<file path="src/rtl/branch_predict_ctrl_if.sv">
// Fetch/execute/redirect/counter bundle between the core pipeline and branch_predict_ctrl.
// master is the pipeline side, slave is the predictor.
interface branch_predict_ctrl_if;
    logic        f_valid;
    logic        f_is_branch;
    logic [31:0] f_pc;
    logic [31:0] f_target;
    logic        f_pred_taken;
    logic        x_valid;
    logic [31:0] x_pc;
    logic [31:0] x_target;
    logic        x_taken;
    logic        x_pred_taken;
    logic        redirect_valid;
    logic [31:0] redirect_pc;
    logic        flush;
    logic        cnt_clr;
    logic [31:0] br_count;
    logic [31:0] mispred_count;

    modport master (
        output f_valid, f_is_branch, f_pc, f_target,
        output x_valid, x_pc, x_target, x_taken, x_pred_taken, cnt_clr,
        input  f_pred_taken, redirect_valid, redirect_pc, flush,
        input  br_count, mispred_count
    );

    modport slave (
        input  f_valid, f_is_branch, f_pc, f_target,
        input  x_valid, x_pc, x_target, x_taken, x_pred_taken, cnt_clr,
        output f_pred_taken, redirect_valid, redirect_pc, flush,
        output br_count, mispred_count
    );
endinterface

</file>
<file path="src/rtl/branch_predict_ctrl.sv">
// 2-bit saturating-counter branch predictor with mispredict-first redirect arbitration
// and branch/mispredict performance counters.
module branch_predict_ctrl #(
    parameter int BHT_ENTRIES = 64,
    parameter int IDX_W       = $clog2(BHT_ENTRIES)
) (
    input logic                  clk,
    input logic                  rst_n,
    branch_predict_ctrl_if.slave bus
);

    logic [1:0]       bht_r [BHT_ENTRIES];
    logic [IDX_W-1:0] f_idx_s;
    logic [IDX_W-1:0] x_idx_s;
    logic             pred_s;
    logic             mispredict_s;
    logic             redirect_valid_s;
    logic [31:0]      redirect_pc_s;
    logic             flush_s;
    logic [31:0]      br_count_r;
    logic [31:0]      mispred_count_r;

    function automatic logic [1:0] sat_next(input logic [1:0] cnt, input logic taken);
        logic [1:0] res;
        if (taken) begin
            res = (cnt == 2'b11) ? 2'b11 : cnt + 2'b01;
        end else begin
            res = (cnt == 2'b00) ? 2'b00 : cnt - 2'b01;
        end
        return res;
    endfunction

    assign f_idx_s = bus.f_pc[IDX_W+1:2];
    assign x_idx_s = bus.x_pc[IDX_W+1:2];

    // Table training; reset parks every entry at weak not-taken.
    always_ff @(posedge clk) begin
        if (!rst_n) begin
            for (int i = 0; i < BHT_ENTRIES; i++) begin
                bht_r[i] <= 2'b01;
            end
        end else if (bus.x_valid) begin
            bht_r[x_idx_s] <= sat_next(bht_r[x_idx_s], bus.x_taken);
        end
    end

    // Performance counters; a same-cycle clear wins over the increment.
    always_ff @(posedge clk) begin
        if (!rst_n || bus.cnt_clr) begin
            br_count_r      <= 32'd0;
            mispred_count_r <= 32'd0;
        end else begin
            if (bus.x_valid) begin
                br_count_r <= br_count_r + 32'd1;
            end
            if (mispredict_s) begin
                mispred_count_r <= mispred_count_r + 32'd1;
            end
        end
    end

    // Zero-latency prediction and redirect arbitration; the table read is pre-update.
    always_comb begin
        pred_s           = 1'b0;
        mispredict_s     = 1'b0;
        redirect_valid_s = 1'b0;
        redirect_pc_s    = 32'd0;
        flush_s          = 1'b0;
        if (rst_n) begin
            pred_s       = bus.f_valid & bus.f_is_branch & bht_r[f_idx_s][1];
            mispredict_s = bus.x_valid & (bus.x_taken != bus.x_pred_taken);
            if (mispredict_s) begin
                redirect_valid_s = 1'b1;
                redirect_pc_s    = bus.x_taken ? bus.x_target : bus.x_pc + 32'd4;
                flush_s          = 1'b1;
            end else if (pred_s) begin
                redirect_valid_s = 1'b1;
                redirect_pc_s    = bus.f_target;
            end else begin
                redirect_valid_s = 1'b0;
                redirect_pc_s    = 32'd0;
            end
        end else begin
            pred_s = 1'b0;
        end
    end

    assign bus.f_pred_taken   = pred_s;
    assign bus.redirect_valid = redirect_valid_s;
    assign bus.redirect_pc    = redirect_pc_s;
    assign bus.flush          = flush_s;
    assign bus.br_count       = br_count_r;
    assign bus.mispred_count  = mispred_count_r;

endmodule

</file>
<file path="src/flat_wrapper.sv">
// flat-port wrapper written by rule: the top's interface ports become plain ports
module branch_predict_ctrl_flat 
#(
    parameter int BHT_ENTRIES = 64,
    parameter int IDX_W       = $clog2(BHT_ENTRIES)
)
  (clk, rst_n, bus_f_valid, bus_f_is_branch, bus_f_pc, bus_f_target, bus_x_valid, bus_x_pc, bus_x_target, bus_x_taken, bus_x_pred_taken, bus_cnt_clr, bus_f_pred_taken, bus_redirect_valid, bus_redirect_pc, bus_flush, bus_br_count, bus_mispred_count);
  branch_predict_ctrl_if bus_i ();
  input logic clk;
  input logic rst_n;
  input wire logic [$bits(bus_i.f_valid)-1:0] bus_f_valid;
  input wire logic [$bits(bus_i.f_is_branch)-1:0] bus_f_is_branch;
  input wire logic [$bits(bus_i.f_pc)-1:0] bus_f_pc;
  input wire logic [$bits(bus_i.f_target)-1:0] bus_f_target;
  input wire logic [$bits(bus_i.x_valid)-1:0] bus_x_valid;
  input wire logic [$bits(bus_i.x_pc)-1:0] bus_x_pc;
  input wire logic [$bits(bus_i.x_target)-1:0] bus_x_target;
  input wire logic [$bits(bus_i.x_taken)-1:0] bus_x_taken;
  input wire logic [$bits(bus_i.x_pred_taken)-1:0] bus_x_pred_taken;
  input wire logic [$bits(bus_i.cnt_clr)-1:0] bus_cnt_clr;
  output wire logic [$bits(bus_i.f_pred_taken)-1:0] bus_f_pred_taken;
  output wire logic [$bits(bus_i.redirect_valid)-1:0] bus_redirect_valid;
  output wire logic [$bits(bus_i.redirect_pc)-1:0] bus_redirect_pc;
  output wire logic [$bits(bus_i.flush)-1:0] bus_flush;
  output wire logic [$bits(bus_i.br_count)-1:0] bus_br_count;
  output wire logic [$bits(bus_i.mispred_count)-1:0] bus_mispred_count;
  assign bus_i.f_valid = bus_f_valid;
  assign bus_i.f_is_branch = bus_f_is_branch;
  assign bus_i.f_pc = bus_f_pc;
  assign bus_i.f_target = bus_f_target;
  assign bus_i.x_valid = bus_x_valid;
  assign bus_i.x_pc = bus_x_pc;
  assign bus_i.x_target = bus_x_target;
  assign bus_i.x_taken = bus_x_taken;
  assign bus_i.x_pred_taken = bus_x_pred_taken;
  assign bus_i.cnt_clr = bus_cnt_clr;
  assign bus_f_pred_taken = bus_i.f_pred_taken;
  assign bus_redirect_valid = bus_i.redirect_valid;
  assign bus_redirect_pc = bus_i.redirect_pc;
  assign bus_flush = bus_i.flush;
  assign bus_br_count = bus_i.br_count;
  assign bus_mispred_count = bus_i.mispred_count;
  branch_predict_ctrl #(.BHT_ENTRIES(BHT_ENTRIES), .IDX_W(IDX_W)) u_core (.clk(clk), .rst_n(rst_n), .bus(bus_i));
endmodule
</file>
<file path="config.mk">
export PLATFORM = sky130hd
export DESIGN_NAME = branch_predict_ctrl_flat
export DESIGN_NICKNAME = d
export VERILOG_FILES = /design/src/rtl/branch_predict_ctrl_if.sv /design/src/rtl/branch_predict_ctrl.sv /design/src/flat_wrapper.sv
export SDC_FILE = /design/constraint.sdc
export NUM_CORES = 1
export LEC_CHECK = 0
export ABC_AREA = 1
export BUFFER_PORTS_ARGS = -buffer_cell sky130_fd_sc_hd__clkbuf_2
export CAP_MARGIN = 20
export CORE_MARGIN = 2
export CORE_UTILIZATION = 33
export CTS_CLUSTER_DIAMETER = 200
export CTS_CLUSTER_SIZE = 14
export DETAILED_ROUTE_END_ITERATION = 6
export GPL_TIMING_DRIVEN = 0
export PLACE_DENSITY = 0.53
export SETUP_SLACK_MARGIN = 0.05
export SLEW_MARGIN = 10
export SYNTH_ARGS = -nofsm -noshare
export SYNTH_HDL_FRONTEND = slang
export SYNTH_SLANG_ARGS = --single-unit
</file>
<file path="constraint.sdc">
create_clock -name clk -period 2.9 [get_ports clk]
set_input_delay 0.58 -clock clk [delete_from_list [all_inputs] [get_ports clk]]
set_output_delay 0.58 -clock clk [all_outputs]
set_load 0.01 [all_outputs]
</file>
==> results of run 1 <==
placed cells by master, fill, tap and decap left out, types with 11 or more instances in the layout:
cell       instances
nand2_2           18
nand3_1          154
nor3_1            46
buf_2             34
nand4_1           34
nand3_2           36
edfxtp_1         128
o21ai_1           11
xor2_1            28
clkbuf_16         21
inv_1            175
a21oi_1           99
nand2_1          569
clkbuf_2         192
clkbuf_1          27
nor2_1           240
buf_6             11
clkbuf_4          12
a21oi_2           16
o21ai_0           36
dfxtp_1           64
buf_4             37
path summary, 6_finish.rpt:
kind	from	to	depth (start not counted)
max	bus_f_pc[3]	bus_redirect_pc[29]	15
min	u_core.bus.mispred_count[11]	u_core.bus.mispred_count[11]	2
max reg2reg	u_core.bht_r[41][1]	u_core.bht_r[4][0]	11
min reg2reg	u_core.bus.mispred_count[11]	u_core.bus.mispred_count[11]	2
cell usage after synthesis, types with 8 or more instances:
master,n
nand2_1,589
inv_1,182
nand3_1,195
nor4_1,8
o21ai_0,38
buf_4,16
nor3_1,50
edfxtp_1,128
xnor2_1,10
nand4_1,34
o21ai_1,9
xor2_1,28
clkbuf_1,49
a21oi_1,115
buf_2,25
nor2_1,251
dfxtp_1,64
registers in the layout, summed over array words and instances (netlist names):
name / count
u_core.bht_r: 128
u_core.bus.br_count: 32
u_core.bus.mispred_count: 32
layer usage:
layer	wire length, um	global-route usage [%]	up-vias	part of all wire (%)
met5	0	0	-	0
met4	2430	12.1	0	4.6
met3	4710	5.84	184	8.9
met2	23400	42.1	726	45
met1	22100	34.9	6304	42
li1	-	-	6467	-
per-stage QoR:
step | util, % | hold slack, ns | total power (W)
final | 42.8 | 0.498 | 0.00657
after global routing | 42.8 | 0.521 | 0.00676
after CTS | 41.5 | 0.496 | 0.00650
after detailed placement | 38.0 | 0.485 | 0.00410
after global placement | 38.0 | 0.479 | 0.00410
after floorplan | - | 0.495 | 0.00363
kinds of logic after synthesis:
family | after synthesis
AOI/OAI and AO/OA | 177
xor gates and xnor gates | 38
buffers and inverters | 285
and+or+nand+nor | 1142
DFF | 192
adders and majority gates | 3
layout make-up:
| type | instances | area, sq um | share of cell area, % |
|---|---|---|---|
| multi-input combinational | 1360 | 6560 | 41.7 |
| inverter | 190 | 763 | 4.86 |
| clock buffer | 20 | 437 | 2.78 |
| buffer | 95 | 696 | 4.43 |
| sequential | 192 | 5120 | 32.6 |
| clock inverter | 12 | 109 | 0.693 |
| timing repair buffer | 238 | 1440 | 9.16 |
| tap | 468 | 586 | 3.73 |
critical path: stages:
cell        delay [ns]
buf_12            0.09
clkinvlp_4        0.15
clkbuf_16         0.20
nand3_1           0.09
nand3_2           0.08
nand2_1           0.08
nand2_1           0.07
nand3_2           0.08
nand3_2           0.08
nand2_4           0.11
buf_8             0.15
buf_6             0.13
nand3_2           0.06
a21oi_2           0.16
buf_2             0.15
timing repair:
| action | CTS | global route |
|---|---|---|
| hold buffers | 0 | 0 |
| buffers inserted | 17 | 10 |
| cloned | 5 | 2 |
| hold endpoints to repair | 0 | 0 |
| pin swaps | 17 | 37 |
| gates resized for setup | 147 | 141 |
| setup endpoints to repair | 220 | 182 |
power groups by stage:
stage | Sequential [W] | Clock (W) | Combinational, W
finish | 0.00297 | 0.00231 | 0.00128
floorplan | 0.00302 | 0 | 0.000605
global placement | 0.00303 | 0 | 0.00106
detailed placement | 0.00303 | 0 | 0.00107
global route | 0.00298 | 0.00242 | 0.00137
CTS | 0.00297 | 0.00234 | 0.00119
==> metrics, run 1 <==
status=complete, no violations; multiplexer share of the synthesized area=0%; placed inst area=13900 sq um; chip height=197 um; count of buffers from port buffering=204; cell area after synthesis=12300 sq um; Post-DRT Antenna Nets=0; XOR/XNOR share of the synthesized area=2.70%; crit path launch type=input pin; Post-synth EDFFs=128; setup slack, reg-to-reg=0.57 ns; top-area cell type share of the netlist area=31.2%; CTS clock-pin slew for the worst setup and hold paths=0.07 ns; kind of critical path=input pin to output port; fin crit share=98.9%; starting density of the core=33.6%; full die area=38900 sq um; Power Internal=0.00454 W; initial antenna violation count=0; CTS buffer count=17; unrepaired setup endpoints after global routing=true; TritonRoute pass-1 iters=6; clk sink count=192; setup violators final=0; maximum root-to-sink buffer count=2; Ports=235; final WL=52600 um; Final TNS setup=0 ns; remaining global-route overflow=0; ys flop type=edfxtp_1; # diodes=0; Max Slew Vio Count=0; first-pass GRT wire length=77300 um; Final Non-Filler Cells=2575; Die Wd=197 um; # fillers=3849; synth-to-layout area growth=27.5%; hpwl dp=38000 um; CP endpoint kind=output port; largest net degree at the start of global routing=18; Tmin final=2.87 ns; share of cells above drive strength 1=21.5%; largest family of logic cells by synthesized area=simple AND/OR/NAND/NOR gates; Clock Root Buffer=clkbuf_16; pre-CTS setup slack=-0.891 ns; Net Sw Frac=30.9%; routed len/inst=20.4 um; Post-Synth Adder-Cell Area=0.305%; Seq pwr share=45.3%; Netlist cell types=34; Final Hold Viols=0; CP Max Fanout=5; leading area contributor after synthesis=edfxtp_1; Cells after Synth=1837; combinational group share of total power=19.5%; setup slack after layout=0.0319 ns; Synth Warn #=0; Clk pwr share=35.2%; P_sw=0.00203 W; compound-gate portion of the synthesized area=7.48%; power per cell area=418 nW/um^2; core area=36700 sq um; vias post-DR=13.7k; Worst Skew=0.0134 ns; arrival time of the worst setup path=2.29 ns; Worst-Skew Late Latency=0.46 ns; GRT Total Usage=26.7%; post-synthesis simple-gate area fraction=38.5%; initial DRC count=1329; vias in the first global route=12.8k; Max Fclk=349 MHz; Final Cell Area=15700 sq um; vias per std cell=5.31; FP Rows=70; post-synthesis sequential area ratio=41.6%; asr flop ratio synth=0%; Worst Hold Class=flop to flop; Max-cap violations=0; syn_nets=1976; worst-margin pin slew=0.986 ns; H-tree depth=4; worst rel slew slack=34.3%; DRC violation count after routing=0; Nets=2233; CTS tree=done; routability cong.=0.958; Yosys reg bits=192; VDD IR-drop max=0.457 mV; placed cell count=2509; Req. time, crit path=2.32 ns; Pleak=6.38 nW; post-synthesis area per instance=6.71 sq um; largest cells by area after synthesis=edfxtp_1, nand2_1, dfxtp_1
(Power assumes the default switching activity.)
==> inputs of run 2 (changes only) <==
--- a/config.mk
+++ b/config.mk
@@ -16,7 +16,7 @@
 export GPL_TIMING_DRIVEN = 0
 export PLACE_DENSITY = 0.53
 export SETUP_SLACK_MARGIN = 0.05
-export SLEW_MARGIN = 10
+export SLEW_MARGIN = 20
 export SYNTH_ARGS = -nofsm -noshare
 export SYNTH_HDL_FRONTEND = slang
 export SYNTH_SLANG_ARGS = --single-unit
==> constraint.sdc (replaced) <==
create_clock -name clk -period 3 [get_ports clk]
set_input_delay 0.6 -clock clk [delete_from_list [all_inputs] [get_ports clk]]
set_output_delay 0.6 -clock clk [all_outputs]
set_load 0.01 [all_outputs]
==> metrics, run 2 (same netlist as run 1, synthesis figures left out) <==
H-tree depth=4; CP endpoint kind=output port; routed len/inst=20.4 um; register area=5120 sq um; CTS tree=done; Hold WS=0.498 ns; Worst-Skew Late Latency=0.46 ns; Most flops, register=u_core.bht_r; most frequent cells in the layout=nand2_1, nor2_1, clkbuf_2; failing checks=design-rule violations; hpwl dp=38000 um; fin crit share=97.7%; FF-to-FF path depth=13; Final Hold Viols=0; unrepaired setup endpoints after global routing=true; Max Fclk=341 MHz; Clock Root Buffer=clkbuf_16; # fillers=3857; Worst Hold Class=flop to flop; vias post-DR=13.6k; Tmin final=2.93 ns; DRC violation count after routing=1; clk sink count=192; power per cell area=405 nW/um^2; hold path cells=2; maximum root-to-sink buffer count=2; worst rel slew slack=36.9%; commonest non-fill, non-tap cell in the layout=nand2_1; placed cell count=2509; Max Slew Vio Count=0; crit path launch type=input pin; Post-DRT Antenna Nets=0; Final Non-Filler Cells=2577; cell family with most CP delay=simple AND/OR/NAND/NOR gates; share of cells above drive strength 1=20.9%; largest net degree at the start of global routing=18; TritonRoute pass-1 iters=7; CP peak stage delay=0.20 ns; routability cong.=0.958; Largest register FFs=128; CTS clock-pin slew for the worst setup and hold paths=0.07 ns; Nets=2235; vias in the first global route=12.8k; starting density of the core=33.6%; CP Max Fanout=10; min-delay src=u_core.bus.mispred_count[11]; initial DRC count=1428; count of buffers from port buffering=204; # diodes=0; kind of critical path=input pin to output port; reg2reg end=u_core.bht_r[4][0]; cell mode on critical path=nand2_1; crit-path cells=buf_4 -> nand2_4 -> nor2_4 -> inv_4 -> nor2_1 -> nand2_1 -> nor2_2 -> a21oi_1 -> nand3b_1 -> nand2_1 -> nand2_1 -> a21oi_1 -> clkbuf_2; vias per std cell=5.29; Reg2Reg Launch Point=u_core.bht_r[53][1]; status=complete, but fails checks; Worst Skew=0.0143 ns; Die Wd=197 um; Final Cell Area=15600 sq um; Ports=235; Critical Path Slowest Stage Cell=nand3b_1; final WL=52700 um; remaining global-route overflow=0; synth-to-layout area growth=26.8%; first-pass GRT wire length=76600 um; initial antenna violation count=0; CTS buffer count=17; Pleak=6.35 nW; Max-cap violations=0; setup slack, reg-to-reg=0.64 ns; FP Rows=70; chip height=197 um; arrival time of the worst setup path=2.33 ns; CP bufs+invs=3; Min-Delay Endpoint=u_core.bus.mispred_count[11]; worst-margin pin slew=0.946 ns; setup violators final=0; Req. time, crit path=2.40 ns; Multi-input gate area=6480 sq um; full die area=38900 sq um; placed inst area=13900 sq um; GRT Total Usage=26.5%; VDD IR-drop max=0.435 mV; core area=36700 sq um
==> run 2: area by class of cell <==
| type | count | area share (%) |
|---|---|---|
| Timing Repair Buffer | 241 | 9.26 |
| Multi-Input combinational cell | 1360 | 41.5 |
| Sequential cell | 192 | 32.8 |
| Buffer | 94 | 4.33 |
| Tap cell | 468 | 3.75 |
| Clock inverter | 12 | 0.697 |
| Inverter | 190 | 4.91 |
| Clock buffer | 20 | 2.79 |
==> run 2: worst max path at each step <==
stage | from | endpoint | depth (start not counted)
2_1_floorplan | bus_f_pc[2] | bus_redirect_pc[21] | 14
5_1_grt | bus_x_pc[6] | bus_redirect_pc[29] | 14
4_1_cts | bus_x_pc[3] | bus_redirect_pc[29] | 13
6_report | bus_x_pc[6] | bus_redirect_pc[21] | 13
3_5_place_dp | bus_f_pc[2] | bus_redirect_pc[0] | 14
3_3_place_gp | bus_f_pc[2] | bus_redirect_pc[0] | 14
==> run 2: stage by stage <==
step / setup TNS, ns / setup WS, ns / power (W) / util, %
CTS: 0 / 0.00320 / 0.00625 / 41.0
finish: 0 / 0.0689 / 0.00633 / 42.6
detailed placement: -106.35 / -0.831 / 0.00397 / 38.0
global route: -0.0368 / -0.0368 / 0.00652 / 42.6
floorplan: 0 / 0.279 / 0.00351 / -
global placement: -109.72 / -0.881 / 0.00396 / 38.0
==> run 2: layer usage <==
metal	GRT usage, %	up-vias	share of wire (%)
li1	-	6462	-
met1	34.4	6327	42
met2	42.0	672	45
met3	5.81	159	8.8
met4	12.2	0	4.6
met5	0	-	0
==> run 2: worst min-delay path, cell delays in order, from the launching register on <==
cell,delay (ns)
dfxtp_1,0.33
inv_1,0.07
a21oi_1,0.05
==> run 2: report_power, final <==
part | internal (W) | switching, W | total (W)
sequential | 0.00285 | 0.0000287 | 0.00288
combinational | 0.000389 | 0.000834 | 0.00122
clock | 0.00115 | 0.00109 | 0.00224
==> run 2: repair_timing <==
action                     4_1_cts  5_1_grt
resized for setup              107      131
pin swaps                       20       29
hold buffers                     0        0
buffers inserted                18       10
cloned                           3        6
setup endpoints to repair      140      152
